--- config.mk ---
export PLATFORM = sky130hd
export DESIGN_NAME = imem_boot_loader
export DESIGN_NICKNAME = d
export VERILOG_FILES = /design/src/rtl/imem_boot_loader.sv
export SDC_FILE = /design/constraint.sdc
export NUM_CORES = 1
export LEC_CHECK = 0
export ABC_CLOCK_PERIOD_IN_PS = 6100
export BUFFER_PORTS_ARGS = -buffer_cell sky130_fd_sc_hd__buf_4
export CORE_ASPECT_RATIO = 0.6
export CORE_UTILIZATION = 35
export CTS_CLUSTER_DIAMETER = 200
export DETAILED_ROUTE_END_ITERATION = 10
export GPL_TIMING_DRIVEN = 1
export MAX_ROUTING_LAYER = met4
export SLEW_MARGIN = 20
export SYNTH_ARGS = -nofsm -noshare
export SYNTH_HDL_FRONTEND = slang
export SYNTH_SLANG_ARGS = --single-unit
--- constraint.sdc ---
create_clock -name Clk -period 6.1 [get_ports Clk]
set_input_delay 0 -clock Clk [delete_from_list [all_inputs] [get_ports Clk]]
set_output_delay 0 -clock Clk [all_outputs]
set_load 0.005 [all_outputs]
--- src/rtl/imem_boot_loader.sv ---
// imem_boot_loader
// Receives a byte stream over valid/ready, assembles little-endian 32-bit
// words and writes them into instruction memory. The first word of the stream
// is the program length in words. The core is held in reset until the whole
// program has been written. Oversize programs are reported as an error.
module imem_boot_loader #(
  parameter int                 DEPTH     = 1024,
  parameter int                 ADDR_W    = 64,
  parameter logic [ADDR_W-1:0]  BASE_ADDR = '0
) (
  input  logic              Clk,
  input  logic              reset,
  input  logic              in_valid,
  input  logic [7:0]        in_data,
  output logic              in_ready,
  input  logic              reload,
  output logic              imem_we,
  output logic [ADDR_W-1:0] imem_addr,
  output logic [31:0]       imem_wdata,
  output logic              core_reset,
  output logic              done,
  output logic              error
);

  // Loader states
  localparam logic [1:0] ST_LEN  = 2'd0;  // collecting the 4-byte length header
  localparam logic [1:0] ST_LOAD = 2'd1;  // collecting program words
  localparam logic [1:0] ST_DONE = 2'd2;  // program loaded, core released
  localparam logic [1:0] ST_ERR  = 2'd3;  // declared length too large

  localparam logic [31:0] DEPTH_W = 32'(DEPTH);

  logic [1:0]        state_reg, state_next;
  logic [1:0]        byte_cnt_reg, byte_cnt_next;
  logic [31:0]       word_idx_reg, word_idx_next;
  logic [31:0]       len_reg, len_next;
  logic              imem_we_reg, imem_we_next;
  logic [ADDR_W-1:0] imem_addr_reg, imem_addr_next;
  logic [31:0]       imem_wdata_reg, imem_wdata_next;
  logic              core_reset_reg, core_reset_next;
  logic              done_reg, done_next;
  logic              error_reg, error_next;

  // Lower three bytes of the word under assembly; the fourth byte is taken
  // straight from in_data so the word completes in the accepting cycle.
  logic [7:0]        lane_reg [3];
  logic [31:0]       word_full;
  logic              accept;
  logic              last_byte;
  logic              clear_ctx;

  assign in_ready  = (state_reg == ST_LEN) || (state_reg == ST_LOAD);
  assign accept    = in_valid && in_ready;
  assign last_byte = accept && (byte_cnt_reg == 2'd3);
  assign word_full = {in_data, lane_reg[2], lane_reg[1], lane_reg[0]};
  assign clear_ctx = reload && ((state_reg == ST_DONE) || (state_reg == ST_ERR));

  // Byte lanes: lane gi captures the byte accepted while byte_cnt == gi
  generate
    for (genvar gi = 0; gi < 3; gi++) begin : g_lane
      // Capture one byte lane; cleared on reset and reload
      always_ff @(posedge Clk or posedge reset) begin
        if (reset) begin
          lane_reg[gi] <= 8'h00;
        end else if (clear_ctx) begin
          lane_reg[gi] <= 8'h00;
        end else if (accept && (byte_cnt_reg == 2'(gi))) begin
          lane_reg[gi] <= in_data;
        end
      end
    end
  endgenerate

  // Next-state decode: header parsing, word writes, completion and reload
  always_comb begin
    state_next      = state_reg;
    byte_cnt_next   = byte_cnt_reg;
    word_idx_next   = word_idx_reg;
    len_next        = len_reg;
    imem_we_next    = 1'b0;
    imem_addr_next  = imem_addr_reg;
    imem_wdata_next = imem_wdata_reg;

    if (accept) begin
      byte_cnt_next = byte_cnt_reg + 2'd1;  // wraps 3 -> 0 on each word
    end

    unique case (state_reg)
      ST_LEN: begin
        if (last_byte) begin
          len_next      = word_full;
          word_idx_next = 32'd0;
          if (word_full == 32'd0) begin
            state_next = ST_DONE;
          end else if (word_full > DEPTH_W) begin
            state_next = ST_ERR;
          end else begin
            state_next = ST_LOAD;
          end
        end
      end
      ST_LOAD: begin
        if (last_byte) begin
          imem_we_next    = 1'b1;
          imem_wdata_next = word_full;
          imem_addr_next  = BASE_ADDR + (ADDR_W'(word_idx_reg) << 2);
          word_idx_next   = word_idx_reg + 32'd1;
          // Final write and DONE entry share the same registered update
          if (word_idx_reg == len_reg - 32'd1) begin
            state_next = ST_DONE;
          end
        end
      end
      default: begin  // ST_DONE, ST_ERR: only reload leaves these
        if (reload) begin
          state_next    = ST_LEN;
          byte_cnt_next = 2'd0;
          word_idx_next = 32'd0;
          len_next      = 32'd0;
        end
      end
    endcase

    // Status flags track the state being entered; core_reset lags DONE by a cycle
    done_next       = (state_next == ST_DONE);
    error_next      = (state_next == ST_ERR);
    core_reset_next = (state_reg != ST_DONE);
  end

  // State and output registers; async reset discards any partial word or pending write
  always_ff @(posedge Clk or posedge reset) begin
    if (reset) begin
      state_reg      <= ST_LEN;
      byte_cnt_reg   <= 2'd0;
      word_idx_reg   <= 32'd0;
      len_reg        <= 32'd0;
      imem_we_reg    <= 1'b0;
      imem_addr_reg  <= BASE_ADDR;
      imem_wdata_reg <= 32'd0;
      core_reset_reg <= 1'b1;
      done_reg       <= 1'b0;
      error_reg      <= 1'b0;
    end else begin
      state_reg      <= state_next;
      byte_cnt_reg   <= byte_cnt_next;
      word_idx_reg   <= word_idx_next;
      len_reg        <= len_next;
      imem_we_reg    <= imem_we_next;
      imem_addr_reg  <= imem_addr_next;
      imem_wdata_reg <= imem_wdata_next;
      core_reset_reg <= core_reset_next;
      done_reg       <= done_next;
      error_reg      <= error_next;
    end
  end

  assign imem_we    = imem_we_reg;
  assign imem_addr  = imem_addr_reg;
  assign imem_wdata = imem_wdata_reg;
  assign core_reset = core_reset_reg;
  assign done       = done_reg;
  assign error      = error_reg;

endmodule
==> metrics.txt <==
CP max FO 69; vias per inst between 4 and 5; area share of the largest cell type after synthesis 0.4876; CTS max path bufs 2; H-tree levels 4; Seq pwr share 0.362; area grow syn2layout 17.72%; initial core utilization 0.3637; clock sinks 160; Post-Synthesis Cells around 940; share of synthesized registers carrying an async set or reset 1.000; Clk pin slew, worst setup/hold paths 70 ps; Die X 199.1 um; post-layout util 0.4281; Largest delay share family, worst path buffers and inverters; Slew headroom 0.3374; P_int 2.580 mW; Detailed Route WL 21660 um; Area contributors post-synth dfrtp_1 (49%), nand2_1 (13%), xor2_1 (4.7%), nand3_1 (3.4%), buf_4 (2.9%); max-slew violation count 0; Hold Path Class in -> reg; max-cap viol count 0; RSZ-0062 raised after global routing no; Avg WL per Cell 16.44 um; crit path to done; Reg2Reg Depth 8; post-synthesis sequential area ratio 0.4908; # rows between 40 and 50; clk_lat worst skew between 400 and 500 ps; post-synth cell types 64; CP peak stage delay around 900 ps; Clock power frac 0.244; Worst Path Required between 6000 and 7000 ps; Hold Crit Depth 4; GRT overflow 0; first-pass GRT wire length roughly 35000 um; CTS Root Cell clkbuf_16; worst-margin pin slew roughly 990 ps; final hold vios 0; Mean Syn Cell Area 8.718 um2; CTS Buf Count 17; Max Freq 299.7 MHz; CP startpoint state_reg[1]; final worst slack ~2800 ps; port bufs 80; clock skew 13.57 ps; I/O pins about 110; DRC Markers 0; Pwr Density ~450 nW/um2; count leader, synth nand2_1; PostCTS Resize Cnt 0; critical path startpoint category flop; antenna violations before repair 0; Setup TNS Final 0 ps; share of layout cells above drive strength 1 0.1416; die height roughly 120 um; worst vdd ir about 0.25 mV; Critical path buffers and inverters 3; sequence of cells on the critical path nor2b_2, buf_4, and2_1, nand2_2, buf_4, clkinv_2, o21ai_0, o31ai_1; filler cell count between 2k and 2.5k; vias 6557; initial DRC count 610; CP max stage cell clkinv_2; Core Footprint around 22000 um2; status complete, no violations; Logic pwr share 0.394; Sw Ratio 0.4090; HPWL Detailed ~15000 um; Ys Warns 0; fin nets between 1k and 1.5k; flops & latches, synth 160; Setup crit end kind flop; CP Depth 8; Mapped Area roughly 8000 um2; crit path time final roughly 3300 ps; area post-placement approximately 8900 um2; Post-synth EDFFs 0; Placement Setup Slack about 2900 ps; Post-synth top cells nand2_1 (284), dfrtp_1 (159), nand3_1 (56), nor2_1 (54), clkbuf_1 (52); register area about 4000 um2; Total Routing Usage GR 0.1944; P_sw about 1.8 mW; FF-to-FF End done; largest net degree at the start of global routing 85; Post-CTS Repair Setup Buffers 0; critical path class reg -> reg; ys flop type dfrtp_1; TritonCTS clock tree yes; area leader, netlist dfrtp_1; cell area after layout between 9000 and 10000 um2; reg2reg setup slack roughly 2800 ps; Setup Viol. Count Final 0; area of the multi-input gates between 3000 and 4000 um2; Die ar. between 20000 and 25000 um2; most frequent CP cell buf_4; Critical R2R Launch state_reg[1]; LEAKAGE roughly 4.8 nW; Tcrit/Tclk final 0.5469; vias in the first global route a little over 6k; ANT cells 0; overall power 4.366 mW; Final ANT Viol Nets 0; GP Congestion 0.9144; drt pass-1 iters 5; Hold-fix buffers, CTS 11; Worst Path Arrival 3650 ps
[cell type report]
class | count | area share
Inverter | 16 | 0.006903
Sequential cell | 160 | 0.4169
Timing Repair Buffer | 99 | 0.08231
Clock buffer | 17 | 0.04428
Tap cell | 308 | 0.04011
Multi-Input combinational cell | 703 | 0.3924
Clock inverter | 15 | 0.01706
[how the worst min path moves through the flow]
stage,startpoint,to,slack (ps)
after CTS,in_valid,byte_cnt_reg[1],220
after floorplan,reload,byte_cnt_reg[0],90
after global placement,reset,imem_we,190
final,in_valid,byte_cnt_reg[1],230
after detailed placement,reset,imem_we,200
after global routing,in_valid,lane_reg[21],270
[metrics by stage]
stage / hold WS [ps] / instances
2_1_floorplan: 89.07 / 967
3_3_place_gp: 193.2 / 1274
3_5_place_dp: 198.0 / 1274
4_1_cts: 216.7 / 1317
5_1_grt: 267.6 / 1318
6_report: 227.0 / 1318
[logic make-up after synthesis]
group	Yosys count	synth area share
adder cells (fa/ha/maj)	6	0.009199
flip-flops	160	0.4908
buffers and inverters	104	0.06348
other	1	0.0004595
XOR/XNOR	63	0.06762
AND/OR/NAND/NOR	495	0.2794
AO/OA/AOI/OAI	102	0.08265
multiplexers	5	0.006440
[worst register-to-register path, stage by stage (launching register included)]
cell and delay [ps]:
dfrtp_1 490, nor2b_2 60, buf_4 230, and2_1 260, nand2_2 90, buf_4 590, clkinv_2 940, o21ai_0 460
o31ai_1 90
[placed cells by master, fill, tap and decap left out, types with 6 or more instances in the layout]
cell and count:
a21oi_1 37, a22o_1 14, buf_4 87, clkbuf_16 17, conb_1 32, dfrtp_1 159, dlygate4sd3_1 11, ha_1 6
inv_1 14, nand2_1 283, nand3_1 56, nand4_1 18, nor2_1 54, nor2b_1 7, nor3_1 14, nor4_1 14
o21ai_0 20, or3_1 9, xnor2_1 19, xor2_1 44
[per-layer routing]
metal | vias to the layer above | global-route usage | wire length [um]
li1 | 3200 | - | -
met1 | 3166 | 0.3077 | 11650
met2 | 177 | 0.2448 | 8545
met3 | 14 | 0.04045 | 1305
met4 | 0 | 0.04471 | 161
met5 | - | - | 0
[power groups by stage]
stage / clock [mW] / combinational [mW] / sequential [mW]
after floorplan: 0 / 1.24 / 1.49
after global placement: 0 / 1.67 / 1.60
after detailed placement: 0 / 1.69 / 1.60
after CTS: 1.09 / 1.71 / 1.58
after global routing: 1.13 / 1.92 / 1.62
final: 1.07 / 1.72 / 1.58
(Power assumes the default switching activity.)
